## config.mk

```make
export PLATFORM = sky130hd
export DESIGN_NAME = data_mem_arbiter_flat
export DESIGN_NICKNAME = d
export VERILOG_FILES = /design/src/rtl/data_mem_arbiter_if.sv /design/src/rtl/data_mem_arbiter.sv /design/src/flat_wrapper.sv
export SDC_FILE = /design/constraint.sdc
export NUM_CORES = 1
export LEC_CHECK = 0
export CELL_PAD_IN_SITES_DETAIL_PLACEMENT = 0
export CELL_PAD_IN_SITES_GLOBAL_PLACEMENT = 1
export CORE_MARGIN = 8
export CORE_UTILIZATION = 30
export CTS_CLUSTER_SIZE = 25
export DETAILED_ROUTE_END_ITERATION = 8
export DONT_BUFFER_PORTS = 1
export PLACE_DENSITY_LB_ADDON = 0.1
export SLEW_MARGIN = 5
export SYNTH_ARGS = -nofsm -noshare
export SYNTH_HDL_FRONTEND = slang
export SYNTH_SLANG_ARGS = --single-unit
```

## constraint.sdc

```tcl
create_clock -name clk -period 2.5 [get_ports clk]
set_input_delay 0.5 -clock clk [delete_from_list [all_inputs] [get_ports clk]]
set_output_delay 0.5 -clock clk [all_outputs]
set_load 0.03 [all_outputs]
```

## src/rtl/data_mem_arbiter_if.sv

```systemverilog
// One requester's view of the shared data memory: req/ack handshake with
// write data in and read data plus error flag back.
interface data_mem_arbiter_if #(
  parameter int AW = 32,
  parameter int DW = 32
);
  logic          req;
  logic          we;
  logic [AW-1:0] addr;
  logic [DW-1:0] wdata;
  logic          ack;
  logic          err;
  logic [DW-1:0] rdata;

  modport master (
    output req,
    output we,
    output addr,
    output wdata,
    input  ack,
    input  err,
    input  rdata
  );

  modport slave (
    input  req,
    input  we,
    input  addr,
    input  wdata,
    output ack,
    output err,
    output rdata
  );
endinterface

```

## src/rtl/data_mem_arbiter.sv

```systemverilog
// Round-robin arbiter sharing a single-port, combinational-read data memory
// between the CPU load/store path (port 0) and a loader/debug master (port 1).
module data_mem_arbiter #(
  parameter int AW        = 32,
  parameter int DW        = 32,
  parameter int MEM_WORDS = 64
) (
  input  logic              clk,
  input  logic              reset,
  data_mem_arbiter_if.slave p0,
  data_mem_arbiter_if.slave p1,
  output logic [AW-1:0]     mem_a,
  output logic              mem_we,
  output logic [DW-1:0]     mem_wd,
  input  logic [DW-1:0]     mem_rd,
  output logic              busy
);

  typedef enum logic [1:0] {
    IDLE   = 2'd0,
    ACCESS = 2'd1,
    RESP   = 2'd2
  } state_t;

  state_t state_reg, state_next;

  logic [1:0]    req_vec;
  logic [1:0]    we_vec;
  logic [AW-1:0] addr_arr  [2];
  logic [DW-1:0] wdata_arr [2];

  assign req_vec      = {p1.req, p0.req};
  assign we_vec       = {p1.we, p0.we};
  assign addr_arr[0]  = p0.addr;
  assign addr_arr[1]  = p1.addr;
  assign wdata_arr[0] = p0.wdata;
  assign wdata_arr[1] = p1.wdata;

  logic          grant_valid;
  logic          winner_next;
  logic          last_grant_reg;
  logic          winner_reg;
  logic          we_reg;
  logic [AW-1:0] addr_reg;
  logic [DW-1:0] wdata_reg;

  logic          acc_err;
  logic [AW-1:0] word_idx;

  logic [1:0]    ack_vec;
  logic [1:0]    err_vec;
  logic [DW-1:0] rdata_arr [2];

  // Next state and grant decision; on a tie the port that did not win last goes.
  always_comb begin
    state_next  = state_reg;
    grant_valid = 1'b0;
    winner_next = 1'b0;
    case (state_reg)
      IDLE: begin
        if (|req_vec) begin
          grant_valid = 1'b1;
          if (&req_vec) begin
            winner_next = ~last_grant_reg;
          end else begin
            winner_next = req_vec[1];
          end
          state_next = ACCESS;
        end
      end
      ACCESS:  state_next = RESP;
      RESP:    state_next = IDLE;
      default: state_next = IDLE;
    endcase
  end

  always_ff @(posedge clk) begin
    if (reset) begin
      state_reg      <= IDLE;
      last_grant_reg <= 1'b1;
      winner_reg     <= 1'b0;
      we_reg         <= 1'b0;
      addr_reg       <= '0;
      wdata_reg      <= '0;
    end else begin
      state_reg <= state_next;
      if (grant_valid) begin
        last_grant_reg <= winner_next;
        winner_reg     <= winner_next;
        we_reg         <= we_vec[winner_next];
        addr_reg       <= addr_arr[winner_next];
        wdata_reg      <= wdata_arr[winner_next];
      end
    end
  end

  // Misaligned or beyond the last word: the access is suppressed and flagged.
  assign word_idx = {2'b00, addr_reg[AW-1:2]};
  assign acc_err  = (addr_reg[1:0] != 2'b00) || (word_idx >= AW'(MEM_WORDS));

  // Reset gates the strobe so an aborted write never lands in memory.
  always_comb begin
    mem_a  = '0;
    mem_wd = '0;
    mem_we = 1'b0;
    if (state_reg == ACCESS) begin
      mem_a  = addr_reg;
      mem_wd = wdata_reg;
      mem_we = we_reg & ~acc_err & ~reset;
    end
  end

  assign busy = (state_reg != IDLE);

  generate
    for (genvar gi = 0; gi < 2; gi++) begin : gen_port
      logic          ack_reg;
      logic          err_reg;
      logic [DW-1:0] rdata_reg;
      logic          is_winner;

      assign is_winner = (winner_reg == 1'(gi));

      always_ff @(posedge clk) begin
        if (reset) begin
          ack_reg   <= 1'b0;
          err_reg   <= 1'b0;
          rdata_reg <= '0;
        end else if (state_reg == ACCESS && is_winner) begin
          ack_reg <= 1'b1;
          err_reg <= acc_err;
          // Writes leave the last read value in place.
          if (!we_reg) begin
            rdata_reg <= acc_err ? '0 : mem_rd;
          end
        end else if (state_reg == RESP) begin
          ack_reg <= 1'b0;
          err_reg <= 1'b0;
        end
      end

      assign ack_vec[gi]   = ack_reg;
      assign err_vec[gi]   = err_reg;
      assign rdata_arr[gi] = rdata_reg;
    end
  endgenerate

  assign p0.ack   = ack_vec[0];
  assign p0.err   = err_vec[0];
  assign p0.rdata = rdata_arr[0];
  assign p1.ack   = ack_vec[1];
  assign p1.err   = err_vec[1];
  assign p1.rdata = rdata_arr[1];

endmodule

```

## src/flat_wrapper.sv

```systemverilog
// flat-port wrapper written by rule: the top's interface ports become plain ports
module data_mem_arbiter_flat 
#(
  parameter int AW        = 32,
  parameter int DW        = 32,
  parameter int MEM_WORDS = 64
)
  (clk, reset, mem_a, mem_we, mem_wd, mem_rd, busy, p0_req, p0_we, p0_addr, p0_wdata, p0_ack, p0_err, p0_rdata, p1_req, p1_we, p1_addr, p1_wdata, p1_ack, p1_err, p1_rdata);
  data_mem_arbiter_if #(.AW(AW), .DW(DW)) p0_i ();
  data_mem_arbiter_if #(.AW(AW), .DW(DW)) p1_i ();
  input  logic clk;
  input  logic reset;
  output logic [AW-1:0] mem_a;
  output logic mem_we;
  output logic [DW-1:0] mem_wd;
  input  logic [DW-1:0] mem_rd;
  output logic busy;
  input wire logic [$bits(p0_i.req)-1:0] p0_req;
  input wire logic [$bits(p0_i.we)-1:0] p0_we;
  input wire logic [$bits(p0_i.addr)-1:0] p0_addr;
  input wire logic [$bits(p0_i.wdata)-1:0] p0_wdata;
  output wire logic [$bits(p0_i.ack)-1:0] p0_ack;
  output wire logic [$bits(p0_i.err)-1:0] p0_err;
  output wire logic [$bits(p0_i.rdata)-1:0] p0_rdata;
  input wire logic [$bits(p1_i.req)-1:0] p1_req;
  input wire logic [$bits(p1_i.we)-1:0] p1_we;
  input wire logic [$bits(p1_i.addr)-1:0] p1_addr;
  input wire logic [$bits(p1_i.wdata)-1:0] p1_wdata;
  output wire logic [$bits(p1_i.ack)-1:0] p1_ack;
  output wire logic [$bits(p1_i.err)-1:0] p1_err;
  output wire logic [$bits(p1_i.rdata)-1:0] p1_rdata;
  assign p0_i.req = p0_req;
  assign p0_i.we = p0_we;
  assign p0_i.addr = p0_addr;
  assign p0_i.wdata = p0_wdata;
  assign p0_ack = p0_i.ack;
  assign p0_err = p0_i.err;
  assign p0_rdata = p0_i.rdata;
  assign p1_i.req = p1_req;
  assign p1_i.we = p1_we;
  assign p1_i.addr = p1_addr;
  assign p1_i.wdata = p1_wdata;
  assign p1_ack = p1_i.ack;
  assign p1_err = p1_i.err;
  assign p1_rdata = p1_i.rdata;
  data_mem_arbiter #(.AW(AW), .DW(DW), .MEM_WORDS(MEM_WORDS)) u_core (.clk(clk), .reset(reset), .p0(p0_i), .p1(p1_i), .mem_a(mem_a), .mem_we(mem_we), .mem_wd(mem_wd), .mem_rd(mem_rd), .busy(busy));
endmodule
```

==> flow_results.org <==
** Run status
- Outcome :: finished clean

** Synth
- Portion of synthesized cell area occupied by the leading cell type :: 0.4503
- Synth Area per Inst :: 9.037 µm²
- Unique cell type count in the Yosys netlist :: 30
- Counting flops and latches in the post-synthesis netlist gives 137.
- Register area share after synthesis :: 0.4503
- Counting flops with a built-in enable in the synthesized netlist gives 0.
- Ranked by total cell area, the synthesized netlist is headed by sky130_fd_sc_hd__dfxtp_1, sky130_fd_sc_hd__o221ai_1, sky130_fd_sc_hd__nand3b_1.
- Of all cell types, the one taking the most synthesized area is sky130_fd_sc_hd__dfxtp_1.
- The mapped netlist covers 6091 µm².
- Synthesis produced 674 cells.
- The most used flip-flop cell after synthesis is sky130_fd_sc_hd__dfxtp_1.
- During synthesis, Yosys emitted a total of 0 warnings.
- Syn Nets :: 840
- After synthesis, the share of flip-flops with an asynchronous set or reset is 0.

** Timing
- Derived from the worst setup path, the maximum achievable clock frequency is 0.4137 GHz.
- Worst Hold Slack :: 200.2 ps
- Setup total negative slack on the finished layout was measured at 0 ps.
- At the pin with the least slew margin, the transition time is 735.5 ps.
- Once routing completed, OpenROAD measured the worst setup slack at 82.70 ps.
- The worst path needs 2417 ps of the cycle, external delays included.
- Dividing the final minimum period by the clock period gives 0.9669.
- The hold violation count in the final report is 0.
- Max-slew violation total from the final report :: 0
- Worst relative slew slack :: 0.5097
- For the final database, setup skew stands at 10.74 ps.
- RSZ-0062 raised after global routing :: yes
- Setup violations remaining at the end of the flow were counted as 0.

** Worst setup path
- Data on the critical path is required at its endpoint by 2000 ps.
- Worst Setup EP :: mem_we
- Kind of start point of the critical path :: register
- The kind of cell with the highest combined delay along the critical path is simple AND/OR/NAND/NOR gates.
- Cell-by-cell trace of the critical path :: nor4_4 -> nand3_1 -> or2_4 -> nor4b_2 -> buf_4
- Buf/Inv on CP :: 1
- Crit Reg-Reg Endpoint :: u_core.wdata_reg[4]
- Worst Setup SP :: u_core.addr_reg[23]
- Counting cells, the worst reg-to-reg path comes to 6.
- Worst reg2reg path startpoint :: u_core.state_reg[0]
- Arrival time at the worst endpoint :: 1920 ps
- Setup Crit Path Kind :: register to output pin
- Setup slack of the worst register-to-register path :: 310 ps
- Depth of the critical timing path with buffers and inverters included :: 5
- CP max stage cell :: sky130_fd_sc_hd__dfxtp_2
- Largest driver fanout on the critical path :: 3
- STA classifies the critical path endpoint as an output pin.
- Biggest cell delay along the critical path :: 340 ps

** Power
- Static leakage :: 2.248 nW
- Worst ir drop on vdd :: 0.4343 mV
- Power density normalized to cell area :: 825.2 nW/µm²

** Placed design
- DPL Wire Length :: 13.74 mm
- Count of input and output buffers :: 0
- The congestion estimate from routability-driven global placement came to 0.7331.
- Setup slack after placement :: 289.8 ps
- Number of instances in the placed design :: 881

** Finish
- Top library cells by usage in the layout, fill and taps aside :: sky130_fd_sc_hd__dfxtp_1, sky130_fd_sc_hd__a21oi_1, sky130_fd_sc_hd__nand2_1
- At the end of the flow, the number of nets in the layout was 799.
- Area Growth Syn to Fin :: 13.64%
- Count of non-filler cells in the finished layout :: 916
- Leaving out fill and tap cells, the most frequent cell in the layout is sky130_fd_sc_hd__dfxtp_1.
- Finished Core Util :: 0.3443
- Diodes inserted :: 0
- Count of fill cells added during filler insertion :: 2074
- Of the cells placed in the final design, the portion with a size suffix greater than 1 is 0.1130.

** Global routing
- Entering global routing, the biggest net connects 171 pins.
- The via count of the first global-routing pass came to 4981.
- Across every metal layer, demand over resource in global routing totals 0.1536.
- Antenna violations before repair :: 0
- First-pass GRT wire length :: 29.80 mm
- After global routing the overflow that remains totals 0.

** Clock network
- After clock tree synthesis, the clock-pin slew on the worst setup and hold paths is 60 ps.
- Longest Clk Path Bufs :: 2
- CTS buffer count :: 17
- The H-tree was split into 4 levels.
- For the worst-skew pair, the clock arrives at the later sink with an insertion delay of 410 ps.
- Clock tree synthesis selected as its root buffer the cell sky130_fd_sc_hd__clkbuf_16.
- Sinks on Clock Net :: 137
- TritonCTS built the clock tree.

** Detailed routing
- After detailed routing, the average wire length per cell comes to 22.02 µm.
- Summed over all layers, the routed wires come to 20.17 mm.
- After detailed routing, the number of vias per cell comes to 5.427.
- In the routed design, unresolved DRC markers number 0.
- Before antenna repair, the detailed router went through 4 iterations.
- In this run the remaining antenna-violating nets after routing total 0.
- For this block, the initial DRC count from the detailed router was 339.
- The routed layout has 4971 vias.

** Die
- The initial utilization of the core area, before any placement, comes to 0.3030.
- IO Count :: 300
- The die is 158.5 µm tall.
- In this run the core area contains 52 standard-cell rows.
- Width of the chip :: 158.5 µm
- Core box area :: 20100 µm²
- The floorplan step defined a die boundary enclosing 25120 µm².

** Job
- # Max-Cap Violations :: 0

** Min path
- The path class of the tightest hold or removal check is primary input to register.
-- metal layers --
layer	GRT usage	up-vias	part of all wire	routed length, µm
li1	-	2383	-	-
met1	0.1792	2390	0.40	8135
met2	0.2535	183	0.49	9900
met3	0.06460	15	0.090	1823
met4	0.04266	0	0.015	308
met5	0	-	0	0
-- how the worst min path moves through the flow --
stage | start | slack (ps) | to | depth (start not counted)
2_1_floorplan | u_core.addr_reg[2] | 430 | u_core.addr_reg[2] | 2
3_3_place_gp | u_core.wdata_reg[11] | 430 | u_core.wdata_reg[11] | 2
3_5_place_dp | u_core.wdata_reg[24] | 430 | u_core.wdata_reg[24] | 2
4_1_cts | reset | 150 | u_core.wdata_reg[24] | 1
5_1_grt | reset | 160 | u_core.addr_reg[10] | 1
6_report | reset | 200 | u_core.addr_reg[9] | 1
-- cells by family after synthesis --
logic type,after synthesis,share of synthesized area
and+or+nand+nor,252,0.2416
DFF,137,0.4503
AOI/OAI and AO/OA,208,0.2492
buffers and inverters,77,0.05896
-- layout make-up --
cell class,count,area [µm²],share of cell area
multi-input cells,460,3073,0.4440
flip-flops and latches,137,2746,0.3968
clock buffers,20,456.7,0.06598
well taps,270,337.8,0.04881
clock inverters,12,162.7,0.02350
repair buffers,15,137.6,0.01988
inverters,2,7.507,0.001085
-- cells in the mapped netlist (2+ instances only) --
library cell and n:
sky130_fd_sc_hd__nand3b_1 65, sky130_fd_sc_hd__clkbuf_1 50, sky130_fd_sc_hd__inv_1 2, sky130_fd_sc_hd__buf_2 11, sky130_fd_sc_hd__nand3_1 3, sky130_fd_sc_hd__nand2_1 66, sky130_fd_sc_hd__buf_4 3, sky130_fd_sc_hd__nor2_1 8
sky130_fd_sc_hd__nand2b_1 33, sky130_fd_sc_hd__and2_1 65, sky130_fd_sc_hd__o31ai_2 11, sky130_fd_sc_hd__buf_1 5, sky130_fd_sc_hd__dfxtp_1 137, sky130_fd_sc_hd__o31ai_1 54, sky130_fd_sc_hd__nor4_1 6, sky130_fd_sc_hd__nor2b_1 2
sky130_fd_sc_hd__buf_6 6, sky130_fd_sc_hd__o221ai_1 65, sky130_fd_sc_hd__a21oi_1 69, sky130_fd_sc_hd__o21ai_0 3
-- per-stage QoR --
step                      cell area [µm²]  power, W
final                                6922  0.005712
after floorplan                      6097  0.002966
after global placement               6233  0.003086
after global routing                 6922  0.005979
after detailed placement             6233  0.003105
after CTS                            6889  0.005805
-- report_power, final --
group / total [W] / internal [W] / switching, W
logic: 0.000679 / 0.000229 / 0.000450
clock network: 0.00264 / 0.00164 / 0.00100
registers: 0.00239 / 0.00230 / 0.0000927
-- repair_timing --
item                                    in CTS  in global routing
pin swaps                                    2                  5
resized for setup                            4                  6
hold buffers                                 0                  0
endpoints found under the setup margin       1                  1
cloned                                       0                  0
setup buffers                                2                  1
Power figures use the tool's default switching activity.
